<file path="config.mk">
export PLATFORM = sky130hd
export DESIGN_NAME = bram_stream_reader
export DESIGN_NICKNAME = d
export VERILOG_FILES = /design/src/rtl/bram_pkg.sv /design/src/rtl/skid_fifo2.sv /design/src/rtl/bram_stream_reader.sv
export SDC_FILE = /design/constraint.sdc
export NUM_CORES = 1
export LEC_CHECK = 0
export CORE_MARGIN = 2
export CORE_UTILIZATION = 51
export CTS_CLUSTER_SIZE = 20
export DETAILED_ROUTE_END_ITERATION = 10
export MAX_ROUTING_LAYER = met4
export PLACE_DENSITY = 0.86
export SKIP_LAST_GASP = 1
export SYNTH_ARGS = -nofsm -noshare
export SYNTH_HDL_FRONTEND = slang
export SYNTH_SLANG_ARGS = --single-unit
</file>
<file path="constraint.sdc">
create_clock -name clk -period 4.6 [get_ports clk]
set_input_delay 1.15 -clock clk [delete_from_list [all_inputs] [get_ports clk]]
set_output_delay 1.15 -clock clk [all_outputs]
set_load 0.01 [all_outputs]
</file>
<file path="src/rtl/bram_pkg.sv">
// bram_pkg: reader FSM encoding and the clogb2 sizing helper shared with block_ram_simple_dual_port
package bram_pkg;
  typedef enum logic [1:0] {
    IDLE  = 2'd0,
    READ  = 2'd1,
    DRAIN = 2'd2,
    DONE  = 2'd3
  } state_t;
  function automatic int clogb2(input int depth);
    int r = 0;
    for (int d = depth; d > 0; d = d >> 1) r++;
    return r;
  endfunction
endpackage

</file>
<file path="src/rtl/skid_fifo2.sv">
// skid_fifo2: two-entry registered FIFO, head always presented on dout
module skid_fifo2 #(
  parameter int W = 32
) (
  input  logic         clk,
  input  logic         rst_n,
  input  logic         push,
  input  logic [W-1:0] din,
  input  logic         pop,
  output logic [W-1:0] dout,
  output logic [1:0]   count,
  output logic         empty
);
  logic [W-1:0] r_mem0, r_mem1;
  logic [1:0]   r_count;
  // entry 0 is the head; entry 1 shifts down on pop, new data lands in the first free slot
  always_ff @(posedge clk or negedge rst_n) begin
    if (!rst_n) begin
      r_mem0  <= '0;
      r_mem1  <= '0;
      r_count <= '0;
    end else begin
      r_count <= r_count + {1'b0, push} - {1'b0, pop};
      if (pop && r_count == 2'd2) r_mem0 <= r_mem1;
      else if (push && r_count == (pop ? 2'd1 : 2'd0)) r_mem0 <= din;
      if (push && r_count == (pop ? 2'd2 : 2'd1)) r_mem1 <= din;
    end
  end
  assign dout  = r_mem0;
  assign count = r_count;
  assign empty = (r_count == 2'd0);
endmodule

</file>
<file path="src/rtl/bram_stream_reader.sv">
// bram_stream_reader: fetches len words from base in a registered-read BRAM and streams them out valid/ready; BRAM_READER_LAST_EN adds m_last
module bram_stream_reader
  import bram_pkg::*;
#(
  parameter  int DATA_WIDTH = 32,
  parameter  int DATA_DEPTH = 256,
  localparam int ADDR_WIDTH = clogb2(DATA_DEPTH),
  localparam int LEN_WIDTH  = ADDR_WIDTH + 1
) (
  input  logic                  clk,
  input  logic                  rst_n,
  input  logic                  cmd_valid,
  output logic                  cmd_ready,
  input  logic [ADDR_WIDTH-1:0] cmd_base,
  input  logic [LEN_WIDTH-1:0]  cmd_len,
  output logic                  ram_enb,
  output logic [ADDR_WIDTH-1:0] ram_addrb,
  input  logic [DATA_WIDTH-1:0] ram_doutb,
  output logic                  m_valid,
  input  logic                  m_ready,
  output logic [DATA_WIDTH-1:0] m_data,
`ifdef BRAM_READER_LAST_EN
  output logic                  m_last,
`endif
  output logic                  busy,
  output logic                  done
);
`ifdef BRAM_READER_LAST_EN
  localparam int FW = DATA_WIDTH + 1;
`else
  localparam int FW = DATA_WIDTH;
`endif
  state_t                r_state, w_next;
  logic [ADDR_WIDTH-1:0] r_addr;
  logic [LEN_WIDTH-1:0]  r_len, r_issued, w_len_clamped;
  logic                  r_inflight;
  logic                  w_accept, w_pop, w_issue, w_last_issue, w_empty;
  logic [1:0]            w_count;
  logic [2:0]            w_occ;
  logic [FW-1:0]         w_din, w_dout;
  assign w_accept      = cmd_valid && (r_state == IDLE);
  assign w_len_clamped = (cmd_len > LEN_WIDTH'(DATA_DEPTH)) ? LEN_WIDTH'(DATA_DEPTH) : cmd_len;
  assign w_pop         = m_valid && m_ready;
  assign w_occ         = {1'b0, w_count} + {2'b0, r_inflight} - {2'b0, w_pop};
  assign w_issue       = (r_state == READ) && (r_issued < r_len) && (w_occ < 3'd2);
  assign w_last_issue  = w_issue && (r_issued == r_len - 1'b1);
  assign ram_enb       = w_issue;
  assign ram_addrb     = r_addr;
  assign m_valid       = !w_empty;
  assign m_data        = w_dout[DATA_WIDTH-1:0];
  // state register
  always_ff @(posedge clk or negedge rst_n) begin
    if (!rst_n) r_state <= IDLE;
    else r_state <= w_next;
  end
  // next state and status outputs; DRAIN exits once nothing is left after this cycle's pop
  always_comb begin
    w_next    = r_state;
    cmd_ready = 1'b0;
    busy      = 1'b1;
    done      = 1'b0;
    unique case (r_state)
      IDLE: begin
        cmd_ready = 1'b1;
        busy      = 1'b0;
        if (cmd_valid) w_next = (w_len_clamped == '0) ? DONE : READ;
      end
      READ:  if (w_last_issue) w_next = DRAIN;
      DRAIN: if (w_occ == 3'd0) w_next = DONE;
      DONE: begin
        done   = 1'b1;
        w_next = IDLE;
      end
    endcase
  end
  // command latch, read address with explicit wrap, issue count and in-flight flag
  always_ff @(posedge clk or negedge rst_n) begin
    if (!rst_n) begin
      r_addr     <= '0;
      r_len      <= '0;
      r_issued   <= '0;
      r_inflight <= 1'b0;
    end else begin
      r_inflight <= w_issue;
      if (w_accept) begin
        r_addr   <= cmd_base;
        r_len    <= w_len_clamped;
        r_issued <= '0;
      end else if (w_issue) begin
        r_addr   <= (r_addr == ADDR_WIDTH'(DATA_DEPTH - 1)) ? '0 : r_addr + 1'b1;
        r_issued <= r_issued + 1'b1;
      end
    end
  end
`ifdef BRAM_READER_LAST_EN
  logic r_inflight_last;
  // last flag travels with its read so it lands in the FIFO beside the data
  always_ff @(posedge clk or negedge rst_n) begin
    if (!rst_n) r_inflight_last <= 1'b0;
    else r_inflight_last <= w_last_issue;
  end
  assign w_din  = {r_inflight_last, ram_doutb};
  assign m_last = m_valid && w_dout[DATA_WIDTH];
`else
  assign w_din = ram_doutb;
`endif
  skid_fifo2 #(.W(FW)) u_fifo (
    .clk   (clk),
    .rst_n (rst_n),
    .push  (r_inflight),
    .din   (w_din),
    .pop   (w_pop),
    .dout  (w_dout),
    .count (w_count),
    .empty (w_empty)
  );
endmodule
</file>
==> reports/qor.txt <==
Post-synth EDFFs: 0
H-tree levels: 3
first-pass GRT wire length: 17600 um
final instance area: 0.00626 mm^2
top post-synthesis cells by area: dfrtp_1 50%, mux2_2 7.4%, mux2i_1 6.6%, o21ai_0 5.2%, ha_1 4.9%
most frequent cell after synthesis: dfrtp_1
min Tclk post-route: 4480 ps
clock skew: 7.02 ps
Chip Height: 102 um
Worst Max-Slew Pin Slew: 1090 ps
Fill cells: 710
Async SR Flop Fraction: 1.00
core area: 0.00924 mm^2
Setup Viol. Count Final: 0
Total Routing Usage GR: 0.221
largest net degree at the start of global routing: 81
Detailed Route Iter0 Violations: 175
Area Overhead vs Synth: 28.9%
GPL Wtd Cong: 0.956
max-slew violation count: 0
root buffer cell: clkbuf_8
R2R depth: 15
buffers added on ports: 100
mux contribution to synthesized area: 0.142
synthesized area: 0.00486 mm^2
Synth Instances: 454
Routed WL: 10700 um
unrepaired setup endpoints after global routing: no
Detail Route Antenna Nets: 0
Via Count: 3727
main combinational cell family by area after synthesis: multiplexers
Post-Synth Simple-Gate Area: 0.122
vias in the first global route: 3754
Crit. path cell count: 11
via/cell ratio: 5.42
slowest CP cell: clkdlybuf4s50_1
crit-path cells: clkdlybuf4s50_1 -> and2_4 -> ha_4 -> inv_2 -> ha_2 -> fa_2 -> xnor2_4 -> nor2_4 -> o311ai_4 -> nor2_2 -> buf_2
Final #Nets: 629
FF+latch area: 0.00245 mm^2
final std cells w/o fill: 688
delay-heaviest family, CP: adder cells
critical path class: in -> out
hold buffer count at CTS: 0
ANT cells: 0
final hold slack: 481 ps
Rel. slew slack: 0.274
Yosys cell types: 44
post-synthesis adder-cell area fraction: 0.0531
layout cells sized above 1: 0.129
Post-synth top cells: 98 x dfrtp_1, 58 x nand2_1, 50 x o21ai_0
Yosys Warn Count: 0
total of max-cap violations: 0
CTS tree: yes
largest area contributor in the netlist: dfrtp_1
clock latency on the worst-skew pair: 350 ps
Synth Area in Compound Gates: 0.0997
Leak Pwr: 2.86 nW
top cell type's share of synthesized area: 0.505
syn nets: 529
Critical Path RT: 3450 ps
drt first pass iters: 4
FP Rows: 35
Die ar.: 0.0103 mm^2
Longest Clk Path Bufs: 2
data arrival time of the critical path: 3330 ps
total CTS buffers: 9
CTS sink cnt: 98
Cells after DPL: 671
crit path launch type: input port
starting density of the core: 0.526
xor and xnor area share after synthesis: 0.0451
area of the multi-input gates: 0.00233 mm^2
residual DRC count: 0
Die X: 102 um
final period utilization: 0.975
Peak Freq: 223 MHz
CTS clock-pin slew for the worst setup and hold paths: 90 ps
P per Cell Area: 595 mW/mm^2
max incr delay on CP: 430 ps
peak supply drop: 420 uV
Buf/Inv on CP: 3
IO Count: 101
initial antenna violation count: 0
Most used DFF post-synth: dfrtp_1
total grt overflow: 0
status: completed
Worst Path Max Fanout: 2
Hold Path Stages: 2
register area share after synthesis: 0.505
final hold vios: 0
DR WL/cell: 15.5 um
dpl cell area: 0.00601 mm^2
synthesized flop and latch total: 98
worst hold path type: reg -> reg
detailed placement HPWL: 7700 um
crit end category: output pin
Mean Syn Cell Area: 10.7 um^2
==> per-stage QoR <==
stage / setup WS (ps) / utilization / TNS, ps / power [W]
2_1_floorplan: 465 / - / 0 / 0.00242
3_3_place_gp: -316 / 0.651 / -316 / 0.00305
3_5_place_dp: -384 / 0.651 / -384 / 0.00314
4_1_cts: 2.05 / 0.673 / 0 / 0.00367
5_1_grt: 12.4 / 0.678 / 0 / 0.00401
6_report: 116 / 0.678 / 0 / 0.00372
==> cells in the final DEF, fill, tap and decap left out, types with 11 or more instances in the layout <==
master	n
clkdlybuf4s50_1	98
dfrtp_1	98
nand2_1	58
o21ai_0	50
mux2i_1	32
mux2_2	32
nor2_1	20
inv_1	19
ha_1	17
nand4_1	13
xor2_1	13
xnor2_1	11
==> worst min-delay path, stage by stage (launching register included) <==
cell and delay [ps]:
dfrtp_1 350, nand2_1 50, o21ai_0 60
==> power breakdown <==
part	internal [W]	switching [W]	leakage, nW	total, W
logic	0.000916	0.000843	1.52	0.00176
clock network	0.000215	0.000292	0.0899	0.000507
registers	0.00121	0.000253	1.25	0.00146
total	0.00234	0.00139	2.86	0.00372
==> state kept, by name (all words and copies together) (netlist names) <==
signal and count:
r_issued 10, u_fifo.dout 32, ram_addrb 9, r_inflight 1
u_fifo.count 2, u_fifo.r_mem1 32, r_state 2, r_len 10
==> final timing paths <==
path	from	endpoint	slack (ps)
setup / recovery	m_ready	ram_enb	120
hold / removal	u_fifo.r_mem1[17]	u_fifo.dout[17]	480
setup reg to reg	u_fifo.count[1]	r_state[1]	980
hold reg to reg	u_fifo.r_mem1[17]	u_fifo.dout[17]	480
max in group asynchronous	rst_n	u_fifo.dout[13]	2800
min in group asynchronous	rst_n	ram_addrb[5]	960
==> routing by layer <==
metal / part of all wire / vias up / global-route usage
li1: - / 1785 / -
met1: 0.44 / 1815 / 0.284
met2: 0.50 / 111 / 0.363
met3: 0.049 / 16 / 0.0331
met4: 0.013 / 0 / 0.0665
met5: 0 / - / -
==> cells by family after synthesis <==
kind of cell             after synthesis
flip-flops                            98
adder cells (fa/ha/maj)               20
AO/OA/AOI/OAI                         82
XOR/XNOR                              25
multiplexers                          65
buffers and inverters                 40
AND/OR/NAND/NOR                      124
==> repair_timing <==
item / in CTS / in global routing
gates resized for setup: 7 / 8
pin swaps: 2 / 3
gates cloned: 0 / 0
endpoints found under the setup margin: 1 / 1
buffers inserted: 1 / 0
==> layout make-up <==
type / count / area share
Inverter: 21 / 0.0126
Sequential cell: 98 / 0.392
Timing Repair Buffer: 108 / 0.168
Clock inverter: 5 / 0.00620
Tap cell: 129 / 0.0258
Multi-Input combinational cell: 316 / 0.373
Clock buffer: 11 / 0.0226
Power figures use the tool's default switching activity.
